<file path="config.mk">
export PLATFORM = sky130hd
export DESIGN_NAME = fetch_prefetch_queue
export DESIGN_NICKNAME = d
export VERILOG_FILES = /design/src/rtl/fetch_pkg.sv /design/src/rtl/fetch_fifo.sv /design/src/rtl/fetch_prefetch_queue.sv
export SDC_FILE = /design/constraint.sdc
export NUM_CORES = 1
export LEC_CHECK = 0
export BUFFER_PORTS_ARGS = -buffer_cell sky130_fd_sc_hd__clkbuf_2
export CORE_AREA = 10 10 147 217
export DETAILED_ROUTE_END_ITERATION = 6
export DIE_AREA = 0 0 157 227
export GPL_TIMING_DRIVEN = 0
export PLACE_DENSITY = 0.7
export SLEW_MARGIN = 20
export SYNTH_ARGS = -nofsm -noshare
export SYNTH_HDL_FRONTEND = slang
export SYNTH_SLANG_ARGS = --single-unit
export TNS_END_PERCENT = 20
</file>
<file path="constraint.sdc">
create_clock -name clock -period 5.99 [get_ports clock]
set_clock_uncertainty 0.05 [all_clocks]
set_input_delay 0.2995 -clock clock [delete_from_list [all_inputs] [get_ports clock]]
set_output_delay 0.2995 -clock clock [all_outputs]
set_load 0.05 [all_outputs]
</file>
<file path="src/rtl/fetch_pkg.sv">
// fetch_pkg: shared entry type and constants for the instruction-fetch front end
package fetch_pkg;
  localparam logic [31:0] NOP_INSTR = 32'h0000_0013;
  localparam logic [31:0] PC_STEP = 32'd4;
  typedef struct packed {
    logic [31:0] pc;
    logic [31:0] instr;
  } fetch_entry_t;
endpackage

</file>
<file path="src/rtl/fetch_fifo.sv">
// fetch_fifo: DEPTH-entry circular buffer of fetch entries; flush beats push, pop is moot under flush
module fetch_fifo
  import fetch_pkg::*;
#(
  parameter int DEPTH = 4,
  localparam int AW = $clog2(DEPTH),
  localparam int CW = $clog2(DEPTH + 1)
) (
  input  logic          clock,
  input  logic          reset,
  input  logic          push,
  input  logic          pop,
  input  logic          flush,
  input  fetch_entry_t  push_data,
  output fetch_entry_t  head,
  output logic [CW-1:0] count
);
  fetch_entry_t mem_q [DEPTH];
  logic [AW-1:0] rd_ptr_q, rd_ptr_d, wr_ptr_q, wr_ptr_d;
  logic [CW-1:0] count_q, count_d;
  always_comb begin
    rd_ptr_d = flush ? '0 : rd_ptr_q + AW'(pop);
    wr_ptr_d = flush ? '0 : wr_ptr_q + AW'(push);
    count_d = flush ? '0 : count_q + CW'(push) - CW'(pop);
  end
  always_ff @(posedge clock) begin
    if (reset) begin
      rd_ptr_q <= '0;
      wr_ptr_q <= '0;
      count_q <= '0;
    end else begin
      rd_ptr_q <= rd_ptr_d;
      wr_ptr_q <= wr_ptr_d;
      count_q <= count_d;
    end
  end
  always_ff @(posedge clock)
    if (push && !flush && !reset) mem_q[wr_ptr_q] <= push_data;
  assign head = mem_q[rd_ptr_q];
  assign count = count_q;
endmodule

</file>
<file path="src/rtl/fetch_prefetch_queue.sv">
// fetch_prefetch_queue: PC generator, credit-limited imem requests and prefetch queue feeding ID.
// Define FETCH_STATS_EN to add saturating stall/flush counters.
module fetch_prefetch_queue
  import fetch_pkg::*;
#(
  parameter int XLEN = 32,
  parameter int DEPTH = 4,
  parameter logic [XLEN-1:0] RESET_PC = '0
) (
  input  logic            clock,
  input  logic            reset,
  output logic            imem_req,
  output logic [XLEN-1:0] imem_addr,
  input  logic [XLEN-1:0] imem_rdata,
  output logic            out_valid,
  input  logic            out_ready,
  output logic [XLEN-1:0] out_pc,
  output logic [XLEN-1:0] out_pc_plus4,
  output logic [XLEN-1:0] out_instr,
  input  logic            redirect_valid,
  input  logic [XLEN-1:0] redirect_pc
`ifdef FETCH_STATS_EN
  ,
  output logic [31:0]     stat_stall_cnt,
  output logic [31:0]     stat_flush_cnt
`endif
);
  localparam int CW = $clog2(DEPTH + 1);
  logic [XLEN-1:0] fetch_pc_q, fetch_pc_d, pending_pc_q, pending_pc_d;
  logic pending_q, pending_d, pop;
  logic [CW-1:0] count;
  fetch_entry_t head;
  // An in-flight request already owns a slot, so the queue can never overflow
  assign imem_req = !reset && !redirect_valid &&
                    ({1'b0, count} + (CW+1)'(pending_q) < (CW+1)'(DEPTH));
  assign imem_addr = fetch_pc_q;
  assign out_valid = count != '0;
  assign pop = out_valid && out_ready;
  assign out_pc = out_valid ? head.pc : '0;
  assign out_pc_plus4 = out_valid ? head.pc + PC_STEP : '0;
  assign out_instr = out_valid ? head.instr : NOP_INSTR;
  always_comb begin
    fetch_pc_d = redirect_valid ? redirect_pc : imem_req ? fetch_pc_q + PC_STEP : fetch_pc_q;
    pending_d = imem_req;
    pending_pc_d = imem_req ? fetch_pc_q : pending_pc_q;
  end
  always_ff @(posedge clock) begin
    if (reset) begin
      fetch_pc_q <= RESET_PC;
      pending_q <= 1'b0;
      pending_pc_q <= '0;
    end else begin
      fetch_pc_q <= fetch_pc_d;
      pending_q <= pending_d;
      pending_pc_q <= pending_pc_d;
    end
  end
  fetch_fifo #(.DEPTH(DEPTH)) u_fifo (
    .clock(clock),
    .reset(reset),
    .push(pending_q),
    .pop(pop),
    .flush(redirect_valid),
    .push_data('{pc: pending_pc_q, instr: imem_rdata}),
    .head(head),
    .count(count)
  );
`ifdef FETCH_STATS_EN
  logic [31:0] stall_cnt_q, stall_cnt_d, flush_cnt_q, flush_cnt_d;
  always_comb begin
    stall_cnt_d = stall_cnt_q + 32'(out_valid && !out_ready && stall_cnt_q != '1);
    flush_cnt_d = flush_cnt_q + 32'(redirect_valid && flush_cnt_q != '1);
  end
  always_ff @(posedge clock) begin
    if (reset) begin
      stall_cnt_q <= '0;
      flush_cnt_q <= '0;
    end else begin
      stall_cnt_q <= stall_cnt_d;
      flush_cnt_q <= flush_cnt_d;
    end
  end
  assign stat_stall_cnt = stall_cnt_q;
  assign stat_flush_cnt = flush_cnt_q;
`endif
endmodule

</file>
==> results.json <==
{
  "fin_util": 0.6138,
  "fmax_mhz": 272.8,
  "diodes": 0,
  "clk_latency_ns": 0.56,
  "routed-via-count": 8957,
  "fin_nets": 1316,
  "slew_viol_final": 0,
  "finalCritPeriodShare": 0.6119,
  "whs_ns": 0.02308,
  "drc_errors": 0,
  "grt_max_degree": 24,
  "routed_wirelength_um": 34360,
  "drt_pass1_iterations": 4,
  "cts.clk_slew.worst_paths_ns": 0.06,
  "fin_crit_ns": 3.665,
  "antenna_found_initial": 0,
  "crit_end": "out_pc_plus4[24]",
  "area_growth_pct": 24.46,
  "grt_overflow": 0,
  "hold_depth": 3,
  "dp_worst_setup_slack_ns": 2.906,
  "rsz0062_at_grt": "no",
  "ys_seq_area_frac": 0.6642,
  "powerDensity_nw_per_um2": 299.9,
  "relSlewSlack": 0.4638,
  "synth_edf_count": 256,
  "crit_type": "register to output pin",
  "synth_top_area_frac": 0.5593,
  "wire_per_inst_um": 21.34,
  "crit_arrival_ns": 3.32,
  "coreArea_sq_um": 27870,
  "async_flop_share": 0,
  "io_pins": 198,
  "synth-main-ff-cell": "edfxtp_1",
  "fin_ws_ns": 2.325,
  "crit_path_end_kind": "output pin",
  "reg2reg_slack_ns": 2.92,
  "drtIter0Drc": 424,
  "die_w_um": 157,
  "grt_pass1_wl_um": 53150,
  "cp-start-kind": "register",
  "die-area_sq_um": 35640,
  "final-setup-viol-count": 0,
  "drv_cap": 0,
  "max-vdd-ir-drop_v": 0.0001874,
  "h-tree-depth": 1,
  "portBuffers": 195,
  "p_leak_nw": 6.208,
  "routabilityCongestion": 0.9191,
  "tightest_slew_ns": 0.7999,
  "syn_area_per_cell_sq_um": 14.76,
  "dp_hpwl_um": 25260,
  "synth_nets": 1005,
  "fillers": 2117,
  "cts_inserted_buffers": 29,
  "min_path_type": "input port to register",
  "rr_startpoint": "u_fifo.count[1]$_SDFF_PN0_",
  "clock-sinks": 328,
  "syn_inst": 931,
  "clockBufferDepth": 3,
  "detail-route-antenna-nets": 0,
  "synth_area_leaders": "edfxtp_1 56%, dfxtp_1 10%, mux4_2 8.2%",
  "die_height_um": 227,
  "multi_input_area_sq_um": 4332,
  "drive_gt1_frac": 0.2888,
  "yosys.cell_count.top_type": "edfxtp_1",
  "start_util": 0.4932,
  "reg2regPathDepth": 9,
  "ys_top_cells_by_count": "256 x edfxtp_1, 105 x nand2_1, 72 x dfxtp_1, 66 x nor2_1, 62 x and2_1",
  "cts_root_buf": "clkbuf_16",
  "synth.distinct_cells": 55,
  "routed_via_density": 5.563,
  "syn-cell-area_sq_um": 13740,
  "reg2reg_to": "u_fifo.count[2]$_SDFF_PN0_",
  "synth-seq-cells": 328,
  "grt_use_total": 0.1922,
  "postCtsSetupRepairBufs": 0,
  "crit_path_start": "u_fifo.rd_ptr_q[0]$_SDFF_PN0_",
  "hold_violations": 0,
  "synth_largest_area_cell": "edfxtp_1",
  "synth_warnings": 0,
  "cp_max_fo": 10,
  "required_ns": 5.64,
  "first_global_vias": 9366,
  "rows": 75,
  "regArea_sq_um": 9129,
  "status": "complete, no violations",
  "cts_tree": "done"
}
==> worst min path at each step <==
stage | from | to | slack [ns]
final | redirect_pc[28] | imem_addr[28]$_SDFFE_PP0P_ | 0.02
after global routing | redirect_pc[28] | imem_addr[28]$_SDFFE_PP0P_ | 0.03
after CTS | redirect_pc[28] | imem_addr[28]$_SDFFE_PP0P_ | 0.008
after detailed placement | imem_addr[0]$_SDFFE_PP0P_ | pending_pc_q[0]$_SDFFE_PP0P_ | 0.43
after global placement | pending_pc_q[7]$_SDFFE_PP0P_ | u_fifo.mem_q[0][39]$_DFFE_PP_ | 0.42
after floorplan | imem_rdata[0] | u_fifo.mem_q[0][0]$_DFFE_PP_ | 0.35
==> power breakdown <==
part	internal, W	total [W]	switching, W
combinational	0.000182	0.000665	0.000483
clock	0.00115	0.00195	0.000800
sequential	0.00248	0.00252	0.0000395
total	0.00381	0.00513	0.00132
==> state kept, by name (all words and copies together), names as in the netlist <==
register         cells
u_fifo.count         3
imem_addr           32
pending_q            1
u_fifo.rd_ptr_q      2
pending_pc_q        32
u_fifo.mem_q       256
u_fifo.wr_ptr_q      2
==> layer usage <==
layer	up-vias	GRT usage	routed length, um
li1	4193	-	-
met1	4380	0.2214	12900
met2	317	0.3507	18200
met3	67	0.02588	2021
met4	0	0.07878	1235
met5	-	0	0
==> stage by stage <==
| stage | cells | power [W] | area (sq um) | TNS, ns |
|---|---|---|---|---|
| after global placement | 1472 | 0.003191 | 15150 | -495.53 |
| after CTS | 1610 | 0.005164 | 17110 | 0 |
| final | 1610 | 0.005129 | 17110 | 0 |
| after global routing | 1610 | 0.005296 | 17110 | 0 |
| after detailed placement | 1495 | 0.003201 | 15470 | 0 |
| after floorplan | 931 | 0.003003 | 13740 | 0 |
==> what timing repair did <==
| item | CTS | global route |
|---|---|---|
| gates resized for setup | 0 | 0 |
| hold endpoints to repair | 158 | 0 |
| hold buffers | 62 | 0 |
==> kinds of logic after synthesis <==
family / count (synthesis) / synth area share
AND/OR/NAND/NOR: 330 / 0.1257
flip-flops: 328 / 0.6642
AO/OA/AOI/OAI: 92 / 0.04361
multiplexers: 79 / 0.1208
buffers and inverters: 69 / 0.02248
XOR/XNOR: 27 / 0.01721
adder cells (fa/ha/maj): 6 / 0.006008
==> area by class of cell <==
class,instances,share of cell area
Multi-Input combinational cell,534,0.2532
Buffer,52,0.01434
Timing Repair Buffer,280,0.1104
Clock inverter,15,0.01090
Tap cell,346,0.02531
Sequential cell,328,0.5336
Clock buffer,38,0.04842
Inverter,17,0.003730
==> cell usage in the layout, fill, tap and decap left out, types with 8 or more instances in the layout <==
master and n:
inv_1 16, dfxtp_1 72, or3_1 8, nor2_1 64
dlygate4sd3_1 62, mux2_2 13, a311oi_1 9, buf_4 15
clkbuf_1 38, clkbuf_16 30, nand3_1 17, nor3_1 12
nand2_1 105, xnor2_1 15, a31oi_1 9, and2_1 62
mux4_1 14, nand4_1 16, buf_2 9, a211oi_1 9
xor2_1 12, clkbuf_2 195, edfxtp_1 256, mux4_2 50
or4_1 10, a21oi_1 37
==> worst max-delay path, stage by stage, from the launching register on <==
cell      delay (ns)
dfxtp_1         0.41
buf_6           0.22
mux4_1          0.43
ha_1            0.27
nand2_2         0.13
or3_4           0.45
nor3_1          0.21
mux2_2          0.38
clkbuf_2        0.24
(Power assumes the default switching activity.)
